`config.mk`:
```
export PLATFORM = sky130hd
export DESIGN_NAME = mux4_rr_arbiter
export DESIGN_NICKNAME = d
export VERILOG_FILES = /design/src/rtl/mux4_rr_arbiter.sv
export SDC_FILE = /design/constraint.sdc
export NUM_CORES = 1
export LEC_CHECK = 0
export CAP_MARGIN = 20
export CORE_AREA = 4 4 127 129
export CTS_CLUSTER_SIZE = 28
export DETAILED_ROUTE_END_ITERATION = 10
export DIE_AREA = 0 0 131 133
export GPL_TIMING_DRIVEN = 0
export PLACE_DENSITY = 0.8
export SLEW_MARGIN = 15
export SYNTH_ARGS = -nofsm -noshare
export SYNTH_HDL_FRONTEND = slang
export SYNTH_SLANG_ARGS = --single-unit
```
`constraint.sdc`:
```
create_clock -name clk -period 6.1 [get_ports clk]
set_input_delay 0.915 -clock clk [delete_from_list [all_inputs] [get_ports clk]]
set_output_delay 0.915 -clock clk [all_outputs]
set_load 0.01 [all_outputs]
```
`src/rtl/mux4_rr_arbiter.sv`:
```
// Four-input round-robin mux with a one-entry registered output stage.
// A grant may stay on one requester for up to MAX_BURST consecutive beats.
module mux4_rr_arbiter #(
   parameter int WIDTH     = 64,
   parameter int SEL_WIDTH = 2,
   parameter int MAX_BURST = 4
) (
   input  logic                 clk,
   input  logic                 rst,
   input  logic [3:0]           req_valid,
   input  logic [WIDTH-1:0]     data0,
   input  logic [WIDTH-1:0]     data1,
   input  logic [WIDTH-1:0]     data2,
   input  logic [WIDTH-1:0]     data3,
   output logic [3:0]           req_ready,
   output logic                 out_valid,
   input  logic                 out_ready,
   output logic [WIDTH-1:0]     out_data,
   output logic [SEL_WIDTH-1:0] out_sel
);

   typedef enum logic {EMPTY, FULL} state_t;

   state_t               state, state_nxt;
   logic [SEL_WIDTH-1:0] cur, grant, idx;
   logic [3:0]           cnt, cnt_nxt;
   logic                 can_load, load, lock, found;
   logic [WIDTH-1:0]     dsel;

   assign out_valid = (state == FULL);
   assign can_load  = !out_valid || out_ready;
   // Gate with rst so nothing is accepted while reset discards state.
   assign load      = !rst && can_load && (req_valid != 4'b0);
   assign lock      = (cnt != 4'd0) && (cnt < 4'(MAX_BURST)) && req_valid[cur];
   assign cnt_nxt   = lock ? cnt + 4'd1 : 4'd1;
   assign req_ready = load ? (4'b0001 << grant) : 4'b0000;

   // Search order cur+1 .. cur+4 (wraps back to cur last).
   always_comb begin
      grant = cur;
      found = 1'b0;
      idx   = cur;
      for (int k = 1; k <= 4; k++) begin
         idx = cur + SEL_WIDTH'(k);
         if (!found && req_valid[idx]) begin
            grant = idx;
            found = 1'b1;
         end
      end
      if (lock) grant = cur;
   end

   always_comb begin
      dsel = data0;
      case (grant)
         2'd1:    dsel = data1;
         2'd2:    dsel = data2;
         2'd3:    dsel = data3;
         default: dsel = data0;
      endcase
   end

   always_ff @(posedge clk) begin
      if (rst) state <= EMPTY;
      else     state <= state_nxt;
   end

   always_comb begin
      state_nxt = state;
      case (state)
         EMPTY:   if (req_valid != 4'b0) state_nxt = FULL;
         FULL:    if (out_ready && req_valid == 4'b0) state_nxt = EMPTY;
         default: state_nxt = EMPTY;
      endcase
   end

   always_ff @(posedge clk) begin
      if (rst) begin
         out_data <= '0;
         out_sel  <= '0;
         cur      <= '1;
         cnt      <= 4'd0;
      end else if (load) begin
         out_data <= dsel;
         out_sel  <= grant;
         cur      <= grant;
         cnt      <= cnt_nxt;
      end else if (can_load) begin
         cnt      <= 4'd0;
      end
   end

endmodule

```
==> impl_results.md <==
- WP buf/inv: 4
- Mapped Cells: 588
- Commonest cells in the netlist: dfxtp_1 (73), nand2_1 (67), and3_1 (66), mux2i_1 (65), o211ai_1 (64)
- Synth Area in XOR/XNOR: 0%
- Synth unique cells: 39
- Clock sinks: 73
- Slew Viols, Final: 0
- Vias in the first global route: 5,653
- Largest delay share family, worst path: buffers and inverters
- Syn Std Cell Area: 0.004855 mm2
- Final period utilization: 78.01%
- Root buf cell: clkbuf_16
- Syn Area/Cell: 8.256 um2
- Number of synthesized flops with an enable pin: 0
- Rel. slew slack: 57.31%
- Final setup fails: 0
- Largest family of logic cells by synthesized area: compound AO/OA/AOI/OAI gates
- Worst skew pair latency: 0.34 ns
- Grt ovf: 0
- Post-CTS Setup Inserts: 0
- Final WS setup: 1.341 ns
- I/O Pins: 334
- Routed vias/inst: 5.181
- Synth Net Count: 853
- Power density cells: 319.2 mW/mm2
- Detail Route Antenna Nets: 0
- Slowest CP cell: clkdlybuf4s50_1
- Total track usage: 22.74%
- Multiplexer area fraction after synthesis: 13.71%
- Hold Crit Class: register to register
- Setup TNS: 0 ns
- Post-synth top flop: dfxtp_1
- Status: completed
- DR iter-0 viols: 170
- Crit. End Element: output port
- Flops & latches, synth: 73
- Synth top area share: 30.10%
- Fmax: 0.2101 GHz
- Ant diodes: 0
- DR vias: 5,823
- Num CTS Buffers: 9
- Critical Path Start Type: input pin
- DR pass1 iterations: 7
- Worst-path clk slew: 0.05 ns
- Unrepaired setup endpoints after global routing: false
- CORE AREA: 0.01503 mm2
- # hold bufs at CTS: 0
- HPWL after DPL: 16.70 mm
- CTS tree: done
- Worst Path Class, Setup: input pin to output port
- Die X: 131 um
- Post-route minimum period: 4.759 ns
- Hold Vio Cnt, Final: 0
- Initial core utilization: 32.29%
- Post-CTS sizing: 0
- Final Wtd Congestion: 0.8702
- Share of post-route cells with drive strength above 1: 4.594%
- Port Buffers: 332
- Worst path arrival time: 3.84 ns
- Dominant cells by area after synthesis: dfxtp_1 (30%), mux2i_1 (13%), o211ai_1 (9.9%)
- Met2 Track Usage GR: 38.83%
- # rows: 45
- Final Core Density: 57.79%
- Dpl ws: 1.330 ns
- Met3 Usage GRT: 7.105%
- First-pass GRT wire length: 30.53 mm
- Die height: 133 um
- H-Tree Level Count: 3
- Wire per inst: 18.89 um
- Busiest grt layer: met2
- Warnings, synthesis: 0
- Max Cap Viol: 0
- Largest net degree at the start of global routing: 12
- Post-synthesis adder-cell area fraction: 0.5155%
- Area growth from synthesis to layout: 78.97%
- Top-count cell post-synth: dfxtp_1
- Initial antenna violation count: 0
- Maximum fanout along the worst path: 10
- Ys async rst share: 0%
- Crit-path most repeated cell: clkdlybuf4s50_1
- Worst hold margin: 0.4697 ns
- Post-synthesis compound-gate area fraction: 29.64%
- CTS Buffer Depth: 2
- Register area share after synthesis: 30.10%
- CP Cell Sequence: clkdlybuf4s50_1 -> nand2b_1 -> a2111oi_1 -> mux2_4 -> o31ai_2 -> and2_4 -> buf_12 -> buf_6 -> nor3_1 -> clkdlybuf4s50_1
- Yosys top cell by area: dfxtp_1
- Synth Area in Simple Gates: 17.68%
- Final nets: 1,196
- Routing usage on met1: 26.23%
- DR DRC count: 0
- CP max stage delay: 0.61 ns
- Worst Clk Skew: 0.005832 ns
- DIE AREA: 0.01742 mm2
- Worst slew pin tran: 0.6404 ns
- Leakage power: 3.494 nW
- WP data required: 5.18 ns
- Peak VDD IR: 0.1724 mV
- Final WL: 21.24 mm
## layer usage
metal / vias to the layer above / part of all wire [%]
li1: 2852 / -
met2: 265 / 48
met1: 2661 / 39
met5: - / 0
met4: 0 / 3.1
met3: 45 / 9.8
## power breakdown
group,switching (mW),total (mW),internal [mW]
Combinational,0.723,1.55,0.830
Clock,0.204,0.500,0.296
Sequential,0.0826,0.719,0.637
## state kept, by name, indices dropped and copies added (netlist names)
register and cells:
cur 2, out_valid 1, cnt 4, out_data 64
out_sel 2
## stage by stage
step | cells | area (um2) | power (mW)
floorplan | 588 | 4855 | 1.558
global placement | 1108 | 8413 | 2.266
detailed placement | 1108 | 8413 | 2.284
CTS | 1124 | 8688 | 2.800
global route | 1124 | 8688 | 2.944
finish | 1124 | 8688 | 2.773
## cell type report
cell class	instances	area, um2
plain buffers	62	394.1
clock buffers	13	260.3
clock inverters	3	15.01
fillers	1385	6345
inverters	3	11.26
multi-input cells	450	2988
flip-flops and latches	73	1461
well taps	188	235.2
repair buffers	332	3323
## tightest hold or removal path, cell delays in order, from the launching register on
cell	delay, ns
dfxtp_1	0.32
nand2_1	0.05
o211ai_1	0.06
## cells by family after synthesis
logic type,after synthesis
and+or+nand+nor,167
buffers and inverters,65
muxes,66
adders and majority gates,2
AOI/OAI and AO/OA,215
DFF,73
## path summary, 6_finish.rpt
check	from	end	slack (ns)	cells after the start
min reg2reg	out_data[1]	out_data[1]	0.47	2
max reg2reg	cur[1]	out_data[43]	3.28	10
min	out_data[1]	out_data[1]	0.47	2
max	req_valid[1]	req_ready[3]	1.34	10
## cell usage in the layout (no fill, tap or decap), types with 2 or more instances in the layout
cell | Yosys | final
o21ai_1 | 56 | 56
clkinv_2 | 0 | 3
nand2_1 | 67 | 67
o21ai_0 | 11 | 11
clkbuf_16 | 0 | 9
mux2i_1 | 65 | 65
and3_1 | 66 | 66
a211oi_1 | 2 | 2
buf_12 | 7 | 7
buf_6 | 4 | 4
buf_2 | 9 | 9
a21oi_1 | 6 | 6
nand2b_1 | 7 | 7
ha_1 | 2 | 2
clkbuf_2 | 5 | 5
o211ai_1 | 64 | 64
a21boi_0 | 63 | 63
dfxtp_1 | 73 | 73
clkbuf_8 | 0 | 2
o21a_1 | 2 | 2
clkbuf_1 | 37 | 39
clkdlybuf4s50_1 | 0 | 332
and2_1 | 3 | 3
nand4b_1 | 2 | 2
nor2_1 | 14 | 14
inv_1 | 3 | 3
o31ai_1 | 4 | 4
(Power assumes the default switching activity.)
